==> config.mk <==
export PLATFORM = sky130hd
export DESIGN_NAME = key_cond
export DESIGN_NICKNAME = d
export VERILOG_FILES = /design/src/rtl/key_cond.sv
export SDC_FILE = /design/constraint.sdc
export NUM_CORES = 1
export LEC_CHECK = 0
export CAP_MARGIN = 15
export CELL_PAD_IN_SITES_DETAIL_PLACEMENT = 1
export CELL_PAD_IN_SITES_GLOBAL_PLACEMENT = 1
export CORE_UTILIZATION = 50
export DETAILED_ROUTE_END_ITERATION = 6
export GPL_TIMING_DRIVEN = 0
export PLACE_DENSITY_LB_ADDON = 0.15
export REMOVE_ABC_BUFFERS = 1
export SETUP_SLACK_MARGIN = 0.4
export SYNTH_ARGS = -nofsm -noshare
export SYNTH_HDL_FRONTEND = slang
export SYNTH_SLANG_ARGS = --single-unit
export TNS_END_PERCENT = 50
==> constraint.sdc <==
create_clock -name clk -period 8.6 [get_ports clk]
set_input_delay 2.58 -clock clk [delete_from_list [all_inputs] [get_ports clk]]
set_output_delay 2.58 -clock clk [all_outputs]
set_load 0.1 [all_outputs]
==> src/rtl/key_cond.sv <==
// Three-key push-button conditioner: synchronize, debounce, then emit one-cycle press pulses with optional auto-repeat.
// Pulse and level appear together DEB_CYCLES+2 edges after a steady low is first sampled; no backpressure.
module key_cond #(
  parameter int         DEB_CYCLES   = 1000000,
  parameter int         REPEAT_DELAY = 25000000,
  parameter int         REPEAT_RATE  = 5000000,
  parameter logic [2:0] REPEAT_MASK  = 3'b011
) (
  input  logic       clk,
  input  logic       rst,
  input  logic [2:0] key_n,
  output logic [2:0] press,
  output logic [2:0] level,
  output logic       any_press
);

  localparam int DW     = $clog2(DEB_CYCLES + 1);
  localparam int RMAX   = (REPEAT_DELAY > REPEAT_RATE) ? REPEAT_DELAY : REPEAT_RATE;
  localparam int RW     = $clog2(RMAX + 1);

  localparam logic [DW-1:0] DEB_TC   = DW'(DEB_CYCLES);
  localparam logic [RW-1:0] DELAY_TC = RW'(REPEAT_DELAY - 1);
  localparam logic [RW-1:0] RATE_TC  = RW'(REPEAT_RATE - 1);

  localparam logic [1:0] S_IDLE   = 2'd0;
  localparam logic [1:0] S_HELD   = 2'd1;
  localparam logic [1:0] S_REPEAT = 2'd2;

  logic [2:0] w_pulse;
  logic       r_any;

  for (genvar i = 0; i < 3; i++) begin : g_key
    logic          r_sync1;
    logic          r_sync2;
    logic [DW-1:0] r_deb_cnt;
    logic          r_level;
    logic [1:0]    r_state;
    logic [RW-1:0] r_rep_cnt;
    logic          r_press;

    logic          w_diff;
    logic          w_toggle;
    logic          w_rise;
    logic          w_fall;
    logic [1:0]    w_state_nxt;
    logic [RW-1:0] w_rep_nxt;
    logic          w_pulse_k;

    // r_sync2 is still active-low; compare its pressed sense against the accepted level
    assign w_diff   = (~r_sync2) != r_level;
    assign w_toggle = w_diff && (r_deb_cnt == DEB_TC);
    assign w_rise   = w_toggle && !r_level;
    assign w_fall   = w_toggle && r_level;

    always_ff @(posedge clk or posedge rst) begin
      if (rst) begin
        r_sync1   <= 1'b1;
        r_sync2   <= 1'b1;
        r_deb_cnt <= '0;
        r_level   <= 1'b0;
      end else begin
        r_sync1 <= key_n[i];
        r_sync2 <= r_sync1;
        if (!w_diff || w_toggle) begin
          r_deb_cnt <= '0;
        end else begin
          r_deb_cnt <= r_deb_cnt + 1'b1;
        end
        if (w_toggle) begin
          r_level <= ~r_level;
        end
      end
    end

    always_comb begin
      w_state_nxt = r_state;
      w_rep_nxt   = r_rep_cnt;
      w_pulse_k   = 1'b0;
      case (r_state)
        S_IDLE: begin
          if (w_rise) begin
            w_state_nxt = S_HELD;
            w_rep_nxt   = '0;
            w_pulse_k   = 1'b1;
          end
        end
        S_HELD: begin
          if (w_fall) begin
            w_state_nxt = S_IDLE;
            w_rep_nxt   = '0;
          end else if (r_rep_cnt == DELAY_TC) begin
            // single-shot keys park at terminal count until release
            if (REPEAT_MASK[i]) begin
              w_state_nxt = S_REPEAT;
              w_rep_nxt   = '0;
              w_pulse_k   = 1'b1;
            end
          end else begin
            w_rep_nxt = r_rep_cnt + 1'b1;
          end
        end
        S_REPEAT: begin
          if (w_fall) begin
            w_state_nxt = S_IDLE;
            w_rep_nxt   = '0;
          end else if (r_rep_cnt == RATE_TC) begin
            w_rep_nxt = '0;
            w_pulse_k = 1'b1;
          end else begin
            w_rep_nxt = r_rep_cnt + 1'b1;
          end
        end
        default: begin
          w_state_nxt = S_IDLE;
          w_rep_nxt   = '0;
        end
      endcase
    end

    always_ff @(posedge clk or posedge rst) begin
      if (rst) begin
        r_state   <= S_IDLE;
        r_rep_cnt <= '0;
        r_press   <= 1'b0;
      end else begin
        r_state   <= w_state_nxt;
        r_rep_cnt <= w_rep_nxt;
        r_press   <= w_pulse_k;
      end
    end

    assign w_pulse[i] = w_pulse_k;
    assign press[i]   = r_press;
    assign level[i]   = r_level;
  end

  always_ff @(posedge clk or posedge rst) begin
    if (rst) begin
      r_any <= 1'b0;
    end else begin
      r_any <= |w_pulse;
    end
  end

  assign any_press = r_any;

endmodule

==> Flow_metrics.wiki, run 1 <==
{| class="wikitable"
! Metric !! Value
|-
| Clk sink count || 128
|-
| First-pass GRT wire length || ~29000 um
|-
| Clock latency on the worst-skew pair || approximately 420 ps
|-
| DP Area || between 0.007 and 0.008 mm^2
|-
| Antenna violations before repair || 0
|-
| Area growth, synth to finish || 13.9%
|-
| Maximum clock insertion buffer count || 2
|-
| CTS root buffer || sky130_fd_sc_hd__clkbuf_16
|-
| Core footprint || roughly 0.013 mm^2
|-
| Beginning of the worst register-to-register path || g_key[1].r_deb_cnt[4]
|-
| Routed vias/inst || just under 6
|-
| Startpoint type of the worst setup path || flip-flop
|-
| Most instantiated flip-flop cell in the synthesis netlist || sky130_fd_sc_hd__dfrtp_1
|-
| Cell at the slowest stage of the critical path || sky130_fd_sc_hd__clkdlybuf4s50_1
|-
| Kind of path behind the tightest hold check || reg -> reg
|-
| Placed insts || roughly 900
|-
| Initial Utilization || 0.512
|-
| Critical path cell sequence || clkdlybuf4s50_1
|-
| Worst IR drop on VDD || about 0.00014 V
|-
| Final-report hold violation count || 0
|-
| Number of enable flip-flop cells after synthesis || 0
|-
| Cells taking the most area after synthesis || sky130_fd_sc_hd__dfrtp_1, sky130_fd_sc_hd__nand3_1, sky130_fd_sc_hd__xor2_1
|-
| Global route overflow || 0
|-
| Required time of the critical path || 6020 ps
|-
| Data arrival time of the worst path || 2070 ps
|-
| Number of global-route vias before repair || around 5.9k
|-
| Final-report max-slew violation count || 0
|-
| Pwr/cell area || ~180 mW/mm^2
|-
| Post-DRT Antenna Nets || 0
|-
| Setup repair after global routing missed its margin || false
|-
| Cell count after synthesis || 738
|-
| Most frequent cell after synthesis || sky130_fd_sc_hd__dfrtp_1
|-
| Syn. warnings || 0
|-
| Largest delay contributor family on the critical path || buffers and inverters
|-
| Least-Margin Pin Slew || between 900 and 1000 ps
|-
| Leakage power total || 3.20 nW
|-
| Buf/Inv on CP || 1
|-
| Clock input transition at the sequential cells of the worst setup and hold paths || ~60 ps
|-
| MaxCap Viol Count || 0
|-
| RePlAce Congestion || 0.784
|-
| Pin count of the biggest net entering global routing || between 90 and 100
|-
| Final non-filler cell area || just under 0.008 mm^2
|-
| Share of flip-flops with an asynchronous set or reset after synthesis || 1.00
|-
| Total setup violations reported at the end of the flow || 0
|-
| Final Skew || 5.73 ps
|-
| CTS tree || done
|-
| Distinct cells, synth || 56
|-
| Resize count post-CTS || 0
|-
| Cell types with the highest counts after synthesis || sky130_fd_sc_hd__dfrtp_1, sky130_fd_sc_hd__nand3_1, sky130_fd_sc_hd__nor2_1
|-
| Yosys reg bits || ~130
|-
| I/O pin cnt || 12
|-
| Worst hold start || g_key[2].r_sync1
|-
| Area share of the leading cell type in the synthesized netlist || 0.450
|-
| Fin crit share || 0.540
|-
| Highest clock frequency the design can meet || about 220 MHz
|-
| IO Port Bufs || 11
|-
| Post-synthesis sequential area ratio || 0.473
|-
| Number of cells on the worst reg-to-reg path || 7
|-
| Setup TNS after final layout || 0 ps
|-
| Reg2Reg Capture Point || g_key[1].r_rep_cnt[13]
|-
| Reg-to-reg slack, setup || slightly above 5000 ps
|-
| Filler cell count in the final layout || around 1.5k
|-
| Total Routed Length || roughly 17000 um
|-
| Final net count || between 700 and 800
|-
| Count of hold-fix buffers inserted at cts || 0
|-
| Average detailed-routed wire length per instance || ~18 um
|-
| First-iteration detailed-routing DRC count || ~370
|-
| DR vias || roughly 5.6k
|-
| Fraction of final layout cells sized beyond drive strength 1 || 0.0725
|-
| Post-synthesis area per instance || around 9.2 um^2
|-
| Crit path max fanout || 7
|-
| Run status || completed
|-
| Overall routing resource usage || 0.256
|-
| Number of detailed-route iterations in the first pass || 4
|-
| Crit Path Class || reg -> out
|-
| Tightest slew margin relative to the limit || 0.351
|-
| Die area || roughly 0.014 mm^2
|-
| Final instance count without filler cells || ~940
|-
| End of the worst hold path || g_key[2].r_sync2
|-
| Die boundary height || between 100 and 150 um
|-
| Worst setup EP type || output pin
|-
| Critical Path Max Stage Delay || between 1000 and 1500 ps
|-
| Die extent in x || approximately 120 um
|-
| Antenna diode instance count || 0
|-
| Placement row count || between 40 and 50
|-
| Min Tclk post-route || ~4600 ps
|-
| Worst Hold Path Cells || 0
|-
| Post-CTS Setup Bufs || 0
|-
| Final HPWL DP || roughly 11000 um
|-
| Deepest level of the CTS H-tree || 4
|-
| Synth Cell Area || slightly below 0.007 mm^2
|-
| Total Power || 1.41 mW
|-
| Remaining DRCs || 0
|-
| Dominant cell type by area after synthesis || sky130_fd_sc_hd__dfrtp_1
|-
| CTS Buf Count || 17
|}
[worst reg2reg max path: stages (launching register included)]
cell and delay [ps]:
sky130_fd_sc_hd__dfrtp_1 410, sky130_fd_sc_hd__or4b_1 530, sky130_fd_sc_hd__or4_4 530, sky130_fd_sc_hd__o31a_1 470
sky130_fd_sc_hd__buf_16 250, sky130_fd_sc_hd__a211o_1 530, sky130_fd_sc_hd__or4_1 600, sky130_fd_sc_hd__nand3_1 90
[worst max path at each step]
stage,startpoint,end,slack [ps],cells after the start
final,g_key[0].r_level,level[0],3950,1
after global routing,g_key[0].r_level,level[0],3890,1
after CTS,g_key[0].r_level,level[0],3920,1
after detailed placement,g_key[0].r_level,level[0],4390,1
after global placement,rst,g_key[1].r_deb_cnt[5],810,2
after floorplan,rst,any_press,2620,1
[metrics by stage]
stage	utilization	setup WS, ps	hold WS [ps]
floorplan	-	2620	345
global placement	0.528	809	347
detailed placement	0.533	4390	353
CTS	0.581	3920	361
global route	0.583	3890	366
finish	0.583	3950	359
[area by class of cell]
class	count	area, um^2	share of cell area
multi-input combinational	556	3350	0.434
sequential	128	3210	0.416
clock buffer	21	480	0.0622
tap	176	220	0.0285
timing repair buffer	16	199	0.0258
clock inverter	11	154	0.0199
inverter	27	106	0.0138
[placed cells by master, fill, tap and decap left out, types with 5 or more instances in the layout]
cell	Yosys	routed
sky130_fd_sc_hd__nor4_1	9	9
sky130_fd_sc_hd__nand4_1	19	19
sky130_fd_sc_hd__o211ai_1	5	5
sky130_fd_sc_hd__or4_1	11	11
sky130_fd_sc_hd__nand2_1	81	81
sky130_fd_sc_hd__dfstp_2	6	6
sky130_fd_sc_hd__and2_1	7	7
sky130_fd_sc_hd__nand3_1	90	90
sky130_fd_sc_hd__inv_1	27	26
sky130_fd_sc_hd__xor2_1	37	37
sky130_fd_sc_hd__nor4b_1	7	7
sky130_fd_sc_hd__o21ai_0	21	21
sky130_fd_sc_hd__o311ai_0	16	16
sky130_fd_sc_hd__nor3_1	20	20
sky130_fd_sc_hd__xnor2_1	18	18
sky130_fd_sc_hd__clkbuf_16	0	17
sky130_fd_sc_hd__ha_1	16	16
sky130_fd_sc_hd__clkdlybuf4s50_1	0	11
sky130_fd_sc_hd__a21o_1	5	5
sky130_fd_sc_hd__or3_1	12	12
sky130_fd_sc_hd__dfrtp_1	122	122
sky130_fd_sc_hd__o31ai_1	7	7
sky130_fd_sc_hd__and3_1	15	15
sky130_fd_sc_hd__a21oi_1	16	14
sky130_fd_sc_hd__and4_1	9	9
sky130_fd_sc_hd__nor2_1	82	82
[per-layer routing]
metal	vias up	global-route usage	wire (um)
met5	-	0	0
met3	13	0.0531	377
met2	66	0.424	8300
li1	2668	-	-
met4	0	0.0752	151
met1	2832	0.339	7710
[state kept, by name, summed over array words and instances, names as in the netlist]
name,flops
g_key.r_deb_cnt,60
g_key.r_rep_cnt,50
g_key.r_state,5
g_key.r_level,3
g_key.r_press,3
g_key.r_sync1,3
g_key.r_sync2,3
any_press,1
[power by group]
group | total, mW | switching (mW) | internal (mW)
Sequential | 0.615 | 0.00608 | 0.609
Combinational | 0.0307 | 0.0222 | 0.00845
Clock | 0.764 | 0.276 | 0.489
Total | 1.41 | 0.304 | 1.11
[kinds of logic after synthesis]
family / count (synthesis) / share of synthesized area
xor gates and xnor gates: 55 / 0.0710
adders and majority gates: 16 / 0.0295
muxes: 3 / 0.00480
buffers and inverters: 54 / 0.0334
AOI/OAI and AO/OA: 101 / 0.104
DFF: 128 / 0.473
and+or+nand+nor: 381 / 0.284
(Power assumes the default switching activity.)
==> run 2, diff against run 1 <==
CORE_UTILIZATION = 49   (was 50)
clock period = 4.6 ns   (was 8.6 ns; I/O delays follow)
==> run 2 against run 1 <==
Compared with the run above: design area shrank 0.37%; die area grew 2.0%; sequential cell count is the same; clock skew grew 3.1 ps; clock-buffer cell count shrank 3; cell count shrank 0.11%; critical endpoint is now g_key[1].r_rep_cnt[13].
==> Flow_metrics.wiki, run 2 (synthesis gave the netlist of run 1 again) <==
{| class="wikitable"
! Metric !! Value
|-
| DR vias || ~5.6k
|-
| Final instance count without filler cells || 934
|-
| Tightest slew margin relative to the limit || 0.151
|-
| Total Routed Length || 17000 um
|-
| Crit. path cell count || 7
|-
| Fin crit share || 0.769
|-
| Worst IR drop on VDD || 0.000292 V
|-
| Reg-to-reg slack, setup || around 1100 ps
|-
| End of the worst hold path || g_key[1].r_sync2
|-
| Initial Utilization || 0.508
|-
| Post-DRT Antenna Nets || 0
|-
| Final HPWL DP || 11100 um
|-
| Startpoint type of the worst setup path || flip-flop
|-
| Filler cell count in the final layout || 1555
|-
| Setup repair after global routing missed its margin || false
|-
| Largest registers || g_key.r_deb_cnt: 60 flops, g_key.r_rep_cnt: 50 flops, g_key.r_state: 5 flops
|-
| Die area || around 0.014 mm^2
|-
| Core footprint || roughly 0.013 mm^2
|-
| Least-Margin Pin Slew || 1270 ps
|-
| Average detailed-routed wire length per instance || approximately 18 um
|-
| Buf/Inv on CP || 1
|-
| Number of detailed-route iterations in the first pass || 4
|-
| Clock latency on the worst-skew pair || between 400 and 500 ps
|-
| Count of hold-fix buffers inserted at cts || 0
|-
| Number of cells on the worst reg-to-reg path || 7
|-
| RePlAce Congestion || 0.828
|-
| Final net count || 766
|-
| I/O pin cnt || 12
|-
| Leakage power total || about 3.2 nW
|-
| Most common library cell in the layout ignoring fill and taps || sky130_fd_sc_hd__dfrtp_1
|-
| Routed vias/inst || around 6.0
|-
| Placed insts || between 900 and 1k
|-
| DP Area || approximately 0.0071 mm^2
|-
| Die extent in x || 120 um
|-
| Resize count post-CTS || 0
|-
| Number of global-route vias before repair || 5891
|-
| Maximum clock insertion buffer count || 2
|-
| Pin count of the biggest net entering global routing || 89
|-
| Crit Path Class || reg -> reg
|-
| Clk sink count || 128
|-
| Final-report hold violation count || 0
|-
| CTS tree || done
|-
| Min Tclk post-route || 3540 ps
|-
| Fraction of final layout cells sized beyond drive strength 1 || 0.0699
|-
| Register with the highest flop count || g_key.r_deb_cnt
|-
| Worst slack on hold paths || 355 ps
|-
| MaxCap Viol Count || 0
|-
| Run status || completed
|-
| Highest clock frequency the design can meet || around 280 MHz
|-
| Clock input transition at the sequential cells of the worst setup and hold paths || roughly 60 ps
|-
| Remaining DRCs || 0
|-
| Busiest grt layer || met2
|-
| Worst setup EP type || flip-flop
|-
| Kind of path behind the tightest hold check || reg -> reg
|-
| Crit path max fanout || 23
|-
| Critical path cell sequence || or4b_1 > or4_4 > o31a_1 > buf_8 > a211o_1 > or4_1 > nand3_1
|-
| Area growth, synth to finish || 13.4%
|-
| Beginning of the worst register-to-register path || g_key[1].r_deb_cnt[5]
|-
| CTS root buffer || sky130_fd_sc_hd__clkbuf_16
|-
| Required time of the critical path || between 4000 and 5000 ps
|-
| Antenna diode instance count || 0
|-
| First-pass GRT wire length || around 29000 um
|-
| Overall routing resource usage || 0.256
|-
| Global route overflow || 0
|-
| Global routing usage on met2 || 0.423
|-
| Final non-filler cell area || 0.00769 mm^2
|-
| Critical Path Max Stage Delay || 600 ps
|-
| Area of combinational cells with multiple inputs || around 0.0034 mm^2
|-
| Placement row count || 42
|-
| Final Skew || about 8.8 ps
|-
| Total setup violations reported at the end of the flow || 0
|-
| Worst Hold Path Cells || 0
|-
| Register area || 0.00321 mm^2
|-
| M1 GR Usage || 0.333
|-
| Pwr/cell area || approximately 340 mW/mm^2
|-
| Reg2Reg Capture Point || g_key[1].r_rep_cnt[13]
|-
| IO Port Bufs || 11
|-
| Final-report max-slew violation count || 0
|-
| Deepest level of the CTS H-tree || 4
|-
| Global routing met3 resource utilization || 0.0589
|-
| Cell at the slowest stage of the critical path || sky130_fd_sc_hd__or4_1
|-
| CTS Buf Count || 17
|-
| Largest delay contributor family on the critical path || simple AND/OR/NAND/NOR gates
|-
| Post-CTS Setup Bufs || 0
|-
| Commonest cells after routing, fill and taps aside || sky130_fd_sc_hd__dfrtp_1, sky130_fd_sc_hd__nand3_1, sky130_fd_sc_hd__nor2_1
|-
| Flip-flop count of the largest register, all copies and words added || 60
|-
| Antenna violations before repair || 0
|-
| Worst hold start || g_key[1].r_sync1
|-
| Data arrival time of the worst path || just under 4000 ps
|-
| First-iteration detailed-routing DRC count || roughly 310
|-
| Die boundary height || about 120 um
|}
run 2: worst register-to-register path: stages, from the launching register on:
cell and delay, ps:
sky130_fd_sc_hd__dfrtp_1 400, sky130_fd_sc_hd__or4b_1 570, sky130_fd_sc_hd__or4_4 540, sky130_fd_sc_hd__o31a_1 490
sky130_fd_sc_hd__buf_8 260, sky130_fd_sc_hd__a211o_1 520, sky130_fd_sc_hd__or4_1 610, sky130_fd_sc_hd__nand3_1 90
run 2: per-stage QoR:
stage	worst slack [ps]	setup TNS, ps	total power [mW]	utilization
6_report	1060	0	2.64	0.576
5_1_grt	977	0	2.71	0.576
4_1_cts	1010	0	2.66	0.575
3_5_place_dp	1030	0	1.23	0.529
3_3_place_gp	-2030	-251170	1.22	0.524
2_1_floorplan	-183	-22290	1.20	-
run 2: how the worst max path moves through the flow:
stage	startpoint	slack, ps	end
4_1_cts	g_key[1].r_deb_cnt[4]	1010	g_key[1].r_rep_cnt[13]
6_report	g_key[1].r_deb_cnt[5]	1060	g_key[1].r_rep_cnt[13]
3_5_place_dp	g_key[1].r_deb_cnt[4]	1030	g_key[1].r_rep_cnt[13]
2_1_floorplan	rst	-180	any_press
5_1_grt	g_key[1].r_deb_cnt[4]	980	g_key[1].r_rep_cnt[13]
3_3_place_gp	rst	-2030	g_key[2].r_deb_cnt[11]
run 2: final cells by class:
type,instances,share of cell area
clock buffer,18,0.0558
tap,176,0.0286
inverter,27,0.0138
sequential,128,0.417
clock inverter,14,0.0250
multi-input combinational,556,0.436
timing repair buffer,15,0.0237
run 2: report_power, final:
part	switching (mW)	internal (mW)
combinational	0.0418	0.0160
sequential	0.0118	1.14
clock	0.523	0.905
run 2: routing by layer:
metal	vias to the layer above	wire [um]
li1	2666	-
met1	2877	7700
met2	81	8530
met3	16	512
met4	0	207
met5	-	0
